$ cat src/rtl/vend_pkg.sv
// Shared encodings for the vending dispense path: change codes, fault codes, FSM states.
package vend_pkg;

  localparam logic [1:0] C_NONE = 2'b00;
  localparam logic [1:0] C_25   = 2'b01;
  localparam logic [1:0] C_50   = 2'b10;
  localparam logic [1:0] C_BAD  = 2'b11;

  localparam logic [1:0] F_OK           = 2'b00;
  localparam logic [1:0] F_MOTOR_TMO    = 2'b01;
  localparam logic [1:0] F_COIN_TMO     = 2'b10;
  localparam logic [1:0] F_HOPPER_SHORT = 2'b11;

  typedef enum logic [2:0] {
    S_IDLE,
    S_MOTOR,
    S_KICK,
    S_WAIT,
    S_FAULT
  } state_t;

  // Number of 25p coins owed for a change code; the invalid code owes nothing.
  function automatic logic [1:0] owed_for(input logic [1:0] code);
    case (code)
      C_25:    return 2'd1;
      C_50:    return 2'd2;
      default: return 2'd0;
    endcase
  endfunction

endpackage

$ cat src/rtl/vend_tmo_cnt.sv
// Loadable down-counter with a zero flag; shared by the motor, kick and coin timers.
module vend_tmo_cnt #(
  parameter int W = 10
) (
  input  logic         clk,
  input  logic         rst,
  input  logic         load,
  input  logic [W-1:0] load_val,
  output logic         zero
);

  logic [W-1:0] count;

  always_ff @(posedge clk) begin
    if (rst) begin
      count <= '0;
    end else if (load) begin
      count <= load_val;
    end else if (count != '0) begin
      count <= count - W'(1);
    end
  end

  assign zero = (count == '0);

endmodule

$ cat src/rtl/vend_dispense_ctrl.sv
// Drives the product motor and coin hopper from one-cycle vend results, tracks
// hopper inventory and reports faults. All outputs are registered.
module vend_dispense_ctrl
  import vend_pkg::*;
#(
  parameter int MOTOR_TMO = 1000,
  parameter int KICK_W    = 4,
  parameter int COIN_TMO  = 200,
  parameter int COIN_INIT = 16,
  parameter int CNT_W     = 8
) (
  input  logic             clk,
  input  logic             rst,
  input  logic             product_req,
  input  logic [1:0]       change_req,
  input  logic             motor_home,
  input  logic             coin_seen,
  input  logic             coin_load,
  output logic             vend_motor,
  output logic             coin_kick,
  output logic             busy,
  output logic             req_dropped,
  output logic             fault,
  output logic [1:0]       fault_code,
  output logic [CNT_W-1:0] coins_left
);

  localparam int TMAX = (MOTOR_TMO > COIN_TMO) ?
                        ((MOTOR_TMO > KICK_W) ? MOTOR_TMO : KICK_W) :
                        ((COIN_TMO > KICK_W) ? COIN_TMO : KICK_W);
  localparam int TW = $clog2(TMAX + 1);
  // Timer reload values are one less than the span: the zero cycle is the last one.
  localparam logic [TW-1:0] MOTOR_LD = TW'(MOTOR_TMO - 1);
  localparam logic [TW-1:0] KICK_LD  = TW'(KICK_W - 1);
  localparam logic [TW-1:0] COIN_LD  = TW'(COIN_TMO - 1);

  state_t           state, state_n;
  logic [1:0]       owed, owed_n, owed_req, fcode_n;
  logic [CNT_W-1:0] coins_n;
  logic             req_any, coin_hit, tmr_load, tmr_zero;
  logic [TW-1:0]    tmr_val;

  assign owed_req = owed_for(change_req);
  assign req_any  = product_req | (change_req == C_25) | (change_req == C_50);
  assign coin_hit = coin_seen & ((state == S_KICK) | (state == S_WAIT));

  vend_tmo_cnt #(.W(TW)) u_tmr (
    .clk      (clk),
    .rst      (rst),
    .load     (tmr_load),
    .load_val (tmr_val),
    .zero     (tmr_zero)
  );

  always_comb begin
    state_n  = state;
    owed_n   = owed;
    fcode_n  = fault_code;
    coins_n  = coins_left;
    tmr_load = 1'b0;
    tmr_val  = '0;
    if (coin_hit && coins_left != '0) coins_n = coins_left - CNT_W'(1);
    case (state)
      S_IDLE: begin
        if (req_any) begin
          owed_n = owed_req;
          if (CNT_W'(owed_req) > coins_left) begin
            fcode_n = F_HOPPER_SHORT;
            owed_n  = 2'd0;
          end
          if (product_req) begin
            state_n  = S_MOTOR;
            tmr_load = 1'b1;
            tmr_val  = MOTOR_LD;
          end else if (owed_n != 2'd0) begin
            state_n  = S_KICK;
            tmr_load = 1'b1;
            tmr_val  = KICK_LD;
          end
        end
      end
      S_MOTOR: begin
        if (motor_home) begin
          if (owed != 2'd0) begin
            state_n  = S_KICK;
            tmr_load = 1'b1;
            tmr_val  = KICK_LD;
          end else begin
            state_n = S_IDLE;
          end
        end else if (tmr_zero) begin
          state_n = S_FAULT;
          fcode_n = F_MOTOR_TMO;
        end
      end
      S_KICK, S_WAIT: begin
        // A coin seen mid-kick counts just like one seen while waiting.
        if (coin_seen) begin
          owed_n = owed - 2'd1;
          if (owed > 2'd1) begin
            state_n  = S_KICK;
            tmr_load = 1'b1;
            tmr_val  = KICK_LD;
          end else begin
            state_n = S_IDLE;
          end
        end else if (tmr_zero) begin
          if (state == S_KICK) begin
            state_n  = S_WAIT;
            tmr_load = 1'b1;
            tmr_val  = COIN_LD;
          end else begin
            state_n = S_FAULT;
            fcode_n = F_COIN_TMO;
          end
        end
      end
      S_FAULT: ;
      default: state_n = S_IDLE;
    endcase
    // A refill overrides any same-cycle coin count and clears a hopper-short report.
    if (coin_load) begin
      coins_n = CNT_W'(COIN_INIT);
      if (fcode_n == F_HOPPER_SHORT) fcode_n = F_OK;
    end
  end

  always_ff @(posedge clk) begin
    if (rst) begin
      state       <= S_IDLE;
      owed        <= 2'd0;
      fault_code  <= F_OK;
      fault       <= 1'b0;
      coins_left  <= CNT_W'(COIN_INIT);
      vend_motor  <= 1'b0;
      coin_kick   <= 1'b0;
      busy        <= 1'b0;
      req_dropped <= 1'b0;
    end else begin
      state       <= state_n;
      owed        <= owed_n;
      fault_code  <= fcode_n;
      fault       <= (fcode_n != F_OK);
      coins_left  <= coins_n;
      vend_motor  <= (state_n == S_MOTOR);
      coin_kick   <= (state_n == S_KICK);
      busy        <= (state_n != S_IDLE);
      req_dropped <= req_any & (state != S_IDLE);
    end
  end

endmodule
$ cat config.mk
export PLATFORM = sky130hd
export DESIGN_NAME = vend_dispense_ctrl
export DESIGN_NICKNAME = d
export VERILOG_FILES = /design/src/rtl/vend_pkg.sv /design/src/rtl/vend_tmo_cnt.sv /design/src/rtl/vend_dispense_ctrl.sv
export SDC_FILE = /design/constraint.sdc
export NUM_CORES = 1
export LEC_CHECK = 0
export ABC_AREA = 0
export CORE_UTILIZATION = 54
export DETAILED_ROUTE_END_ITERATION = 12
export GPL_ROUTABILITY_DRIVEN = 0
export PLACE_DENSITY = 0.85
export SLEW_MARGIN = 20
export SYNTH_ARGS = -nofsm -noshare
export SYNTH_HDL_FRONTEND = slang
export SYNTH_SLANG_ARGS = --single-unit
$ cat constraint.sdc
create_clock -name clk -period 2.4 [get_ports clk]
set_input_delay 0.48 -clock clk [delete_from_list [all_inputs] [get_ports clk]]
set_output_delay 0.48 -clock clk [all_outputs]
set_load 0.03 [all_outputs]
==> results of run 1 <==
## worst max path at each step
stage / from / end / slack [ns] / cells past startpoint
final: change_req[1] / u_tmr.count[5] / 0.12 / 9
after CTS: change_req[1] / u_tmr.count[5] / 0.03 / 9
after floorplan: coins_left[1] / fault_code[1] / 0.35 / 7
after global routing: change_req[1] / coin_kick / 0.01 / 8
after detailed placement: change_req[1] / u_tmr.count[5] / -0.31 / 9
after global placement: change_req[1] / u_tmr.count[5] / -0.11 / 9
## per-layer routing
layer	vias to the layer above	part of all wire (%)	global-route usage (%)
met2	56	48	41.4
met5	-	0	0
met3	20	5.3	7.81
met4	0	3.9	12.9
met1	758	43	30.9
li1	756	-	-
## layout by cell type, fill, tap and decap left out, types with 5 or more instances in the layout
cell             instances
xnor2_1                  6
nand2b_1                 6
nand2_1                 13
dfxtp_1                 30
xor2_1                   8
ha_1                     7
inv_1                   10
clkdlybuf4s50_1         22
nor2_1                  19
buf_4                   11
nand3_1                  6
a21oi_1                  9
clkbuf_4                 5
## cells in the mapped netlist, types with 3 or more instances
cell	number	area, um2
o211ai_1	3	22.5
a31oi_1	3	18.8
a211oi_1	4	30.0
nor2_1	19	71.3
xor2_1	8	70.1
o31ai_1	5	37.5
a21oi_1	9	45.0
clkbuf_1	4	15.0
ha_1	7	87.6
nand2b_1	6	37.5
nor2b_1	4	25.0
nand2_1	13	48.8
xnor2_1	6	52.6
nor4_4	3	63.8
inv_1	10	37.5
nor3_1	4	20.0
nand4_1	4	25.0
dfxtp_1	30	601
nand3_1	7	35.0
## worst register-to-register path, delay by kind of cell, from the launching register on
kind / cells / cell delay, ns
AOI/OAI and AO/OA: 1 / 0.25
DFF: 1 / 0.38
and+or+nand+nor: 4 / 1.46
## final cells by class
type | instances | share of cell area, %
clock buffer | 6 | 2.45
inverter | 10 | 1.80
multi-input combinational | 145 | 50.7
sequential | 30 | 28.7
tap | 31 | 1.86
timing repair buffer | 33 | 14.5
## where the power goes
group          internal, mW  total [mW]  switching [mW]
registers             0.551       0.617          0.0661
logic                 0.212       0.487           0.275
clock network         0.132       0.297           0.166
## sequential cells by signal (all words and copies together) (netlist names)
name,count
coin_kick,1
busy,1
coins_left,8
fault_code,2
state,3
owed,2
req_dropped,1
u_tmr.count,10
fault,1
vend_motor,1
## cell families after synthesis
logic type	count (synthesis)	share of synthesized area (%)
AND/OR/NAND/NOR	81	29.3
AO/OA/AOI/OAI	42	18.3
flip-flops	30	35.7
buffers and inverters	16	3.64
XOR/XNOR	14	7.29
adder cells (fa/ha/maj)	7	5.20
multiplexers	1	0.595
==> flow_summary.ini, run 1 <==
[drt]
vias_per_cell = 6.24
wirelength_um = 3970
ant_nets = 0
drc = 0
drt_iter0_markers = 110
wl_per_cell_um = 15.6
firstDrtPassIters = 5
vias = 1590

[flow_run]
drv_cap = 0

[placement]
numPlacedInstances = 249
portBuffers = 22
hpwl_um = 3010
placed_area_um2 = 2000
pre_cts_slack_ns = -0.312

[setup_path]
crit_path_frequent_cell = nor2b_1
crit_path_top_delay_cell = clkdlybuf4s50_1
critPathTopFamily = compound AO/OA/AOI/OAI gates
worstPathBufferInverterCount = 2
r2r_slack_ns = 0.23
worstPathArrival_ns = 2.53
critPathCaptureType = register
startpoint_type = primary input
worstPathMaxFanout = 5
path_class = in2reg
path_cells = clkdlybuf4s50_1 -> nor2b_1 -> ha_1 -> nor2b_1 -> o21ai_2 -> buf_4 -> o311ai_4 -> nand3_2 -> o31ai_2
crit_required_ns = 2.65
r2r_start = u_tmr.count[2]
r2r_cells = 5
slowest_delay_ns = 0.44
reg2reg_to = fault

[clock_tree]
cts_hold_buf = 0
insertion_delay_ns = 0.33
numCtsBuffers = 5
post-cts-setup-buffers = 0
cts_tree = yes
htree_num_levels = 2
clk_path_buf_depth = 2
root_buffer = clkbuf_4
path_clk_slew_ns = 0.09
clock-sinks = 30
cts_resized = 0

[pwr]
ir_drop_mv = 0.495
powerDensity_nw_per_um2 = 670
finalPower_mw = 1.40
power_leakage_nw = 0.803

[run_status]
status = completed

[grt]
grt_max_degree = 14
antenna_found_initial = 0
overflow = 0
grt_usage_pct = 25.6
grt_pass1_vias = 1462
grt_pass1_wl_um = 6490

[yosys]
synth_edf_count = 0
netlist_instances = 191
synth_area_um2 = 1680
synth-seq-cells = 30
syn_area_per_cell_um2 = 8.81
synthDistinctLibCells = 50
synth_ff_type = dfxtp_1
synth_fp_nets = 206
yosysWarnings = 0
ys_seq_area_share_pct = 35.7
synthArstFlopShare_pct = 0

[layout]
layout-drive-gt1-share_pct = 14.7
fin_cells = 255
fillCellCount = 199
n_antenna_cell = 0
design_area_um2 = 2090
final_net_count = 240
regArea_um2 = 601
multi_input_area_um2 = 1060
area_growth_pct = 24.2
final_util_pct = 73.3

[min_path]
hold-path-endpoint = coins_left[1]
hp-class = reg2reg
min_from = coins_left[1]
min_path_cells = 2

[floorplanning]
num_rows = 19
start_util_pct = 59.0
die_x_um = 57.8
fp.dieH_um = 57.8
num_io_pins = 23
core-area_um2 = 2850
die_area_um2 = 3340

[sta]
setup_viol = 0
final_max_slew_viol_count = 0
relSlewSlack_pct = 49.8
rsz0062_at_grt = no
fmax_mhz = 438
hold_ws_ns = 0.534
period_minus_slack_ns = 2.28
worst_pin_slew_ns = 0.746
fin_ws_ns = 0.117
fin_crit_sh_pct = 95.1
final_hold_viol_count = 0
skew_ns = 0.00547
fin_tns_setup_ns = 0
No activity file was read; power rests on OpenSTA's default activity.
==> run 2: changes to the inputs <==
Settings changed: CELL_PAD_IN_SITES_DETAIL_PLACEMENT from default to 0, CELL_PAD_IN_SITES_GLOBAL_PLACEMENT from default to 1, CORE_MARGIN from default to 10, CORE_UTILIZATION 54 to 40, PLACE_DENSITY 0.85 to 0.83.
==> run 2 against run 1 <==
Sequential power is essentially flat. Die area grew 120%. Cell count grew 8.6%. Count of clock-buffer cells in the layout is the same. Combinational power shrank 4.9%. Non-clock buffer count grew 1. Largest cell class unchanged. Largest power group is now the clock network.
==> flow_summary.ini, run 2 (synthesized netlist as in run 1, its figures left out) <==
[clock_tree]
numCtsBuffers = 5
cts_hold_buf = 0
clock-sinks = 30
root_buffer = clkbuf_8
htree_num_levels = 2
path_clk_slew_ns = 0.06
post-cts-setup-buffers = 0
cts_resized = 0
clk_path_buf_depth = 2
insertion_delay_ns = 0.29
cts_tree = yes

[drt]
vias = 1474
wl_per_cell_um = 13.9
firstDrtPassIters = 4
wirelength_um = 3860
ant_nets = 0
vias_per_cell = 5.32
drt_iter0_markers = 124
drc = 0

[sta]
fin_tns_setup_ns = 0
final_hold_viol_count = 0
fin_crit_sh_pct = 95.1
final_max_slew_viol_count = 0
rsz0062_at_grt = no
setup_viol = 0
period_minus_slack_ns = 2.28
fmax_mhz = 438
hold_ws_ns = 0.535
skew_ns = 0.00397
worst_pin_slew_ns = 0.540
relSlewSlack_pct = 63.7

[setup_path]
crit_required_ns = 2.60
reg2reg_to = u_tmr.count[7]
path_class = in2reg
r2r_cells = 8
startpoint_type = primary input
worstPathArrival_ns = 2.48
critPathLaunch = change_req[0]
cp-endpoint = u_tmr.count[7]
worstPathMaxFanout = 5
r2r_start = coins_left[1]
critPathCaptureType = register
r2r_slack_ns = 0.44

[grt]
grt_max_degree = 16
grt_pass1_wl_um = 6670
antenna_found_initial = 0
grt_usage_pct = 11.2
overflow = 0
grt_pass1_vias = 1449

[placement]
portBuffers = 22
hpwl_um = 2970

[layout]
fillCellCount = 394
n_antenna_cell = 0
regArea_um2 = 601
regMostFlops = u_tmr.count
multi_input_area_um2 = 1040
final_util_pct = 54.4
layout_commonest_cell = dfxtp_1
area_growth_pct = 30.3
final_net_count = 241
largest_reg_flops = 10
layout_common_cells = dfxtp_1, clkdlybuf4s50_1, nor2_1
largestRegisters = u_tmr.count (10), coins_left (8), state (3)
layout-drive-gt1-share_pct = 15.0

[floorplanning]
core-area_um2 = 4030
die_area_um2 = 7200
die_x_um = 84.9
num_rows = 23
num_io_pins = 23
fp.dieH_um = 84.9
start_util_pct = 41.8

[pwr]
powerDensity_nw_per_um2 = 782
power_leakage_nw = 0.838
ir_drop_mv = 0.269

[min_path]
hp-class = reg2reg

[run_status]
status = completed

[flow_run]
drv_cap = 0
run 2: changes by cell type in the layout (fill, tap and decap cells not counted), moves of 2 or more:
cell,delta
bufinv_16,+2
clkbuf_4,-5
clkbuf_8,+5
o31ai_1,+2
o31ai_2,-2
run 2: metrics by stage:
| step | setup WS (ns) | power (mW) | cells | area [um2] |
|---|---|---|---|---|
| 3_3_place_gp | -0.248 | 1.08 | 269 | 2030 |
| 2_1_floorplan | 0.354 | 0.947 | 191 | 1680 |
| 5_1_grt | 0.0110 | 1.82 | 277 | 2190 |
| 6_report | 0.118 | 1.71 | 277 | 2190 |
| 4_1_cts | 0.00120 | 1.73 | 277 | 2170 |
| 3_5_place_dp | -0.297 | 1.08 | 269 | 2030 |
run 2: how the worst min path moves through the flow:
| stage | start | end | cells after the start |
|---|---|---|---|
| 2_1_floorplan | owed[1] | owed[1] | 1 |
| 3_3_place_gp | owed[1] | owed[1] | 1 |
| 3_5_place_dp | coins_left[1] | coins_left[1] | 2 |
| 4_1_cts | coins_left[1] | coins_left[1] | 2 |
| 5_1_grt | u_tmr.count[3] | u_tmr.count[3] | 2 |
| 6_report | coins_left[1] | coins_left[1] | 2 |
run 2: critical path: stages:
cell	delay, ns
clkdlybuf4s50_1	0.51
nor2b_1	0.08
ha_1	0.28
nor2b_2	0.17
o21ai_2	0.09
buf_4	0.14
o311ai_2	0.26
nand3_2	0.19
o31ai_1	0.27
run 2: power breakdown:
group / switching [mW] / internal (mW) / leakage, nW
registers: 0.0646 / 0.552 / 0.246
logic: 0.255 / 0.208 / 0.521
clock network: 0.192 / 0.443 / 0.0714
total: 0.512 / 1.20 / 0.838
run 2: cell type report:
class / instances / share of cell area, %
inverter: 10 / 1.71
timing repair buffer: 34 / 14.2
tap: 50 / 2.85
sequential: 30 / 27.4
multi-input combinational: 145 / 47.4
clock buffer: 6 / 3.77
clock inverter: 2 / 2.74
run 2: routing by layer:
layer,vias to the layer above,track usage [%],share of wire (%)
li1,761,-,-
met1,688,13.6,47
met2,19,16.7,46
met3,6,4.02,5.1
met4,0,6.14,1.8
met5,-,0,0
==> run 3: changes to the inputs <==
Settings changed: GPL_TIMING_DRIVEN from default to 0.
==> run 3 against run 2 <==
Die area is the same. Largest power group is now sequential cells. Critical path depth shrank 1. Clock skew grew 0.0025 ns.
==> flow_summary.ini, run 3 (synthesized netlist as in run 1, its figures left out) <==
[grt]
grt_usage_pct = 11.1
grt_pass1_wl_um = 6620
grt_pass1_vias = 1446
grt_max_degree = 11
antenna_found_initial = 0
overflow = 0

[sta]
period_minus_slack_ns = 2.25
fin_tns_setup_ns = 0
rsz0062_at_grt = yes
worst_pin_slew_ns = 0.773
skew_ns = 0.00651
fmax_mhz = 444
final_max_slew_viol_count = 0
relSlewSlack_pct = 48.3
final_hold_viol_count = 0
fin_crit_sh_pct = 93.7
setup_viol = 0
hold_ws_ns = 0.524

[placement]
hpwl_um = 2920
portBuffers = 21
numPlacedInstances = 262

[min_path]
min_path_cells = 1
hp-class = reg2reg

[drt]
vias_per_cell = 5.30
vias = 1431
wl_per_cell_um = 14.2
drt_iter0_markers = 84
firstDrtPassIters = 4
drc = 0
ant_nets = 0
wirelength_um = 3820

[clock_tree]
insertion_delay_ns = 0.29
clk_path_buf_depth = 2
numCtsBuffers = 5
post-cts-setup-buffers = 0
cts_tree = yes
root_buffer = clkbuf_8
clock-sinks = 30
path_clk_slew_ns = 0.06
htree_num_levels = 2

[pwr]
powerDensity_nw_per_um2 = 717
finalPower_mw = 1.48
ir_drop_mv = 0.378
power_leakage_nw = 0.763

[layout]
largest_reg_flops = 10
regMostFlops = u_tmr.count
fin_cells = 270
final_net_count = 234
final_util_pct = 51.2
layout_common_cells = dfxtp_1, clkdlybuf4s50_1, nor2_1
layout-drive-gt1-share_pct = 10.0
area_growth_pct = 22.7
largestRegisters = u_tmr.count (10), coins_left (8), state (3)
n_antenna_cell = 0
layout_commonest_cell = dfxtp_1

[floorplanning]
num_rows = 23
die_area_um2 = 7200
start_util_pct = 41.8
fp.dieH_um = 84.9
core-area_um2 = 4030
num_io_pins = 23
die_x_um = 84.9

[flow_run]
drv_cap = 0

[setup_path]
r2r_cells = 5
critPathCaptureType = register
crit_required_ns = 2.60
path_class = in2reg
worstPathMaxFanout = 4
worstPathArrival_ns = 2.45
startpoint_type = primary input

[run_status]
status = completed
-- run 3: changes by cell type in the layout (fill, tap and decap cells not counted), sizes merged --
cell and delta:
buf -10, clkinv +1, bufinv -2, clkdlybuf4s50 -1
clkbuf +5
-- run 3: power breakdown --
part,switching (mW),internal (mW),leakage (nW)
registers,0.0591,0.552,0.246
clock network,0.194,0.231,0.0482
logic,0.254,0.190,0.469
total,0.507,0.973,0.763
-- run 3: final timing paths --
check | to | start | slack (ns)
min | owed[1] | owed[1] | 0.52
max reg2reg | fault | u_tmr.count[2] | 0.47
min reg2reg | owed[1] | owed[1] | 0.52
max | coin_kick | change_req[1] | 0.15
-- run 3: what timing repair did --
action | CTS | global route
gates resized for setup | 1 | 3
hold buffers | 0 | 0
setup endpoints to repair | 1 | 8
-- run 3: layout make-up --
type | instances | area, um2
Fill cell | 401 | 1960
Multi-Input combinational cell | 145 | 1040
Sequential cell | 30 | 601
Timing Repair Buffer | 21 | 210
Clock buffer | 7 | 86.3
Tap cell | 50 | 62.6
Inverter | 10 | 37.5
Buffer | 6 | 23.8
Clock inverter | 1 | 5.00
-- run 3: metrics by stage --
step | instance area (um2) | setup WS (ns)
2_1_floorplan | 1680 | 0.354
3_3_place_gp | 1960 | -0.343
3_5_place_dp | 1960 | -0.328
4_1_cts | 2050 | 0.0758
5_1_grt | 2060 | -0.00744
6_report | 2060 | 0.150
-- run 3: layer usage --
| metal | global-route usage [%] | vias up | wire (um) |
|---|---|---|---|
| met2 | 18.2 | 27 | 1740 |
| met5 | 0 | - | 0 |
| li1 | - | 747 | - |
| met3 | 4.30 | 9 | 233 |
| met4 | 4.94 | 0 | 75 |
| met1 | 12.5 | 648 | 1770 |
-- run 3: critical path, stage by stage --
cell and delay [ns]:
clkdlybuf4s50_1 0.51, nor2b_2 0.17, ha_1 0.24, nor2b_1 0.15
o21ai_2 0.21, o21ai_1 0.12, o31a_1 0.34, nor4_2 0.22
==> patch 1 (settings of run 3) <==
The output `fault` loses its register stage (`fault` becomes a continuous assignment).
--- a/src/rtl/vend_dispense_ctrl.sv
+++ b/src/rtl/vend_dispense_ctrl.sv
@@ -132,3 +132,2 @@
       fault_code  <= F_OK;
-      fault       <= 1'b0;
       coins_left  <= CNT_W'(COIN_INIT);
@@ -142,3 +141,2 @@
       fault_code  <= fcode_n;
-      fault       <= (fcode_n != F_OK);
       coins_left  <= coins_n;
@@ -151,2 +149,4 @@
 
+  assign fault = (fcode_n != F_OK);
+
 endmodule
Check against the original RTL: no difference found for any inputs over 10 cycles, from zero or initial values and one cycle with rst high; that may be too few to reach the edited logic, so the function may still have changed.
==> patch 1 against run 3 <==
The run now ends with setup timing left. Area after synthesis fell by 1.9%. Routed wire length rose by 11%. Maximum frequency fell by 15%. Power fell by 2.7%. Setup slack got worse by 0.40 ns. Design area rose by 6.4%. Via count rose by 7.9%. Clock power fell by 8.0%. Sequential cell count fell by 1. Critical path type is now primary input to primary output.
==> patch 1: results (changes against run 3) <==
place:
  place_inst: 267  # +1.9%
  placed_area_mm2: 0.00198  # +1.4%
  port_buffers: 22  # +4.8%
  pre_cts_ws_ns: -1.17  # -0.844 ns
timing:
  setup_violations: 1  # +1
  finalClockSkew_ns: 0.00674  # +0.000233 ns
  setup_ws_ns: -0.248  # -0.398 ns
  setup_tns_ns: -0.248  # -0.248 ns
  slew_headroom_pct: 56.0  # +7.8 points
worst_setup_path:
  cp_max_fo: 3  # -1
  arrival_ns: 2.17  # -0.28 ns
  critical_path.top_delay_family: "simple AND/OR/NAND/NOR gates"
  reg2reg_to: "vend_motor"
  endpoint: "fault"
  r2r_cells: 8  # +3
  worst_path_largest_cell_delay_ns: 0.31  # -0.20 ns
cells_and_area:
  fin_nets: 247  # +5.6%
  drive_gt1_share_pct: 22.7  # +13 points
  fin_cells: 283  # +4.8%
logic_synthesis:
  netlist_top_cells_count: "dfxtp_1 (29), nor2_1 (24), xor2_1 (12)"
  syn_nets: 210  # +1.9%
  synth_area_leaders: "dfxtp_1 (35%), xor2_1 (6.4%), nor2_1 (5.5%)"
  synthCells: 195  # +2.1%
  synth-seq-area-share_pct: 35.2  # -0.54 points
global_routing:
  grt_pass1_wl_mm: 7.09  # +7.2%
  grt_use_total_pct: 11.9  # +0.84 points
status:
  violations: "setup timing"
  status: "finished with violations"
power_and_ir_drop:
  p_leak_nw: 0.862  # +13%
  ir_worst_vdd_v: 0.000382  # +1.1%
drt:
  drt_iter0_drc: 135  # +61%
  wl_per_cell_um: 15.0  # +6.0%
  vias_per_cell: 5.46  # +2.9%
worst_hold_path:
  holdPathStages: 2  # +1
==> patch 1: cell count changes after synthesis, sizes merged, moves of 3 or more <==
cell,change
or3,+3
nand3,+3
nor2,+5
or4b,+3
o211ai,-3
nor3,+3
xor2,+4
o31ai,-4
o21ai,+5
xnor2,-4
or2,-3
==> patch 1: worst min path at each step <==
stage,slack (ns),end,start
after CTS,0.52,owed[1],owed[1]
after detailed placement,0.52,owed[1],owed[1]
final,0.52,owed[1],owed[1]
after global placement,0.50,owed[1],owed[1]
after global routing,0.53,owed[1],owed[1]
after floorplan,0.49,owed[1],owed[1]
==> patch 1: report_power, final <==
group / switching (mW) / internal [mW] / total, mW
clock network: 0.190 / 0.200 / 0.391
logic: 0.259 / 0.214 / 0.473
registers: 0.0450 / 0.531 / 0.576
==> patch 1: kinds of logic after synthesis <==
logic type | after synthesis | synth area share [%]
xor+xnor | 14 | 7.42
simple gates | 91 | 31.0
flops | 29 | 35.2
buf+inv | 16 | 4.70
fa+ha+maj | 7 | 5.30
compound gates | 38 | 16.4
==> patch 1: timing repair <==
| action | CTS | global route |
|---|---|---|
| pin swaps | 5 | 7 |
| setup endpoints to repair | 18 | 13 |
| hold endpoints to repair | 0 | 0 |
| resized for setup | 22 | 12 |
| buffers inserted | 6 | 4 |
==> patch 1: per-layer routing <==
layer	GRT usage (%)	vias up	wire (µm)
met3	5.02	7	270
li1	-	774	-
met2	17.2	35	1840
met5	0	-	0
met4	4.11	0	48
met1	15.5	728	2090
==> patch 1: cell type report <==
type / instances / area (µm²)
flip-flops and latches: 29 / 586
multi-input cells: 150 / 1110
plain buffers: 5 / 31.3
clock inverters: 2 / 10.0
fillers: 359 / 1800
clock buffers: 6 / 72.6
inverters: 9 / 33.8
repair buffers: 32 / 295
well taps: 50 / 62.6
==> patch 2 (settings of run 3) <==
Without the edit above. The parameter `KICK_W` goes from 4 to 8.
--- a/src/rtl/vend_dispense_ctrl.sv
+++ b/src/rtl/vend_dispense_ctrl.sv
@@ -6,3 +6,3 @@
   parameter int MOTOR_TMO = 1000,
-  parameter int KICK_W    = 4,
+  parameter int KICK_W    = 8,
   parameter int COIN_TMO  = 200,
Function: changed (Yosys sat finds a counterexample within 10 cycles, from zero or initial values and one cycle with rst high).
==> patch 2 against run 3 <==
Count of clock-buffer cells in the layout did not move. Via count rose by 11%. Critical path depth shrank 3. Area after synthesis grew 1.7%. Setup slack lost 0.11 ns. Design area rose by 9.7%. Power increased by 7.5%. Cell count up 6.3%. Clock skew is 0.00057 ns higher. Sequential cell count unchanged. Routed wire length up 16%. Sequential share of layout area decreased by 2.5 points. Critical path type is now flop to flop. Critical endpoint is now u_tmr.count[9].
==> patch 2: results (changes against run 3) <==
status:
  status: "complete, no violations"
logic_synthesis:
  netlist_top_cells_count: "dfxtp_1 (30), nor2_1 (22), a21oi_1 (14)"
  synth_xor_area_share_pct: 5.63  # -1.7 points
  synth_compound_area_share_pct: 19.6  # +1.3 points
  syn_nets: 217  # +5.3%
  yosysUniqueCellTypes: 56  # +12%
  synth-seq-area-share_pct: 35.1  # -0.60 points
  avgSynthCellArea_um2: 8.47  # -3.8%
  synthAdderAreaFrac_pct: 5.12  # -0.088 points
  synth_area_leaders: "dfxtp_1 (35%), ha_1 (5.1%), nor2_1 (4.8%)"
  synth.area.mux_share_pct: 2.56  # +2.0 points
worst_hold_path:
  min_from: "coins_left[3]"
drt:
  num_vias: 1589  # +11%
  drt_iter0_drc: 88  # +4.8%
  totalWireLength_mm: 4.43  # +16%
cells_and_area:
  seqCellArea_um2: 602  # +0.21%
  nFillCells: 389  # -3.0%
  reg_top3: "u_tmr.count (10), coins_left (8), state (3)"
  drive_gt1_share_pct: 17.7  # +7.7 points
clock_tree:
  cts_resized: 20  # +19
  cts_setup_buffers: 2  # +2
global_routing:
  grt_pass1_wl_mm: 7.49  # +13%
  grtUsageMet3_pct: 4.59  # +0.29 points
  grtUsageMet1_pct: 14.7  # +2.3 points
  grt_use_total_pct: 12.6  # +1.5 points
  met2_usage_pct: 19.8  # +1.6 points
power_and_ir_drop:
  swShare_pct: 34.4  # +0.15 points
  p_leak_nw: 0.797  # +4.5%
  ir_worst_vdd_v: 0.000457  # +21%
place:
  port_buffers: 22  # +4.8%
  pre_cts_ws_ns: -0.732  # -0.404 ns
  dp_hpwl_mm: 3.15  # +7.8%
timing:
  worst_slew_pin_slew_ns: 0.801  # +0.0288 ns
  finalClockSkew_ns: 0.00708  # +0.000574 ns
worst_setup_path:
  worst_path_largest_cell_delay_ns: 0.68  # +0.17 ns
  arrival_ns: 2.55  # +0.10 ns
  cp_slowest_cell: "nor3_1"
  r2r_start: "coins_left[4]"
  cp_max_fo: 6  # +2
==> patch 2: changes by cell type in the layout (fill, tap and decap cells not counted), moves of 4 or more <==
cell     before  now
a21oi_1       9   14
buf_4         0    5
inv_1        10    6
nor3_1        4   10
o31ai_1       5    0
==> patch 2: kinds of logic (layout without fill, tap and decap cells) <==
kind of cell / count (synthesis) / count (layout)
compound gates: 48 / 48
flops: 30 / 30
simple gates: 86 / 86
buf+inv: 16 / 51
mux: 4 / 4
fa+ha+maj: 7 / 7
xor+xnor: 11 / 11
==> patch 2: power groups by stage <==
| stage | Sequential (mW) | Combinational, mW | Clock, mW |
|---|---|---|---|
| 3_5_place_dp | 0.617 | 0.458 | 0 |
| 5_1_grt | 0.623 | 0.620 | 0.463 |
| 3_3_place_gp | 0.615 | 0.456 | 0 |
| 4_1_cts | 0.609 | 0.507 | 0.437 |
| 2_1_floorplan | 0.630 | 0.324 | 0 |
| 6_report | 0.613 | 0.553 | 0.425 |
==> patch 2: area by class of cell <==
| cell class | instances | area share [%] |
|---|---|---|
| sequential | 30 | 26.6 |
| inverter | 8 | 1.33 |
| clock buffer | 7 | 3.81 |
| timing repair buffer | 27 | 11.4 |
| multi-input combinational | 156 | 52.2 |
| tap | 50 | 2.76 |
| clock inverter | 1 | 0.221 |
| buffer | 8 | 1.71 |
==> patch 2: per-layer routing <==
layer,routed length (µm),share of wire [%]
met4,84,1.9
met1,2000,45
met3,209,4.7
met2,2140,48
met5,0,0
==> patch 2: worst paths after layout <==
check | endpoint | slack [ns] | cells past startpoint
worst max-delay path | u_tmr.count[9] | 0.04 | 5
worst max register to register | u_tmr.count[9] | 0.04 | 5
worst min register to register | coins_left[3] | 0.48 | 2
worst min-delay path | coins_left[3] | 0.48 | 2
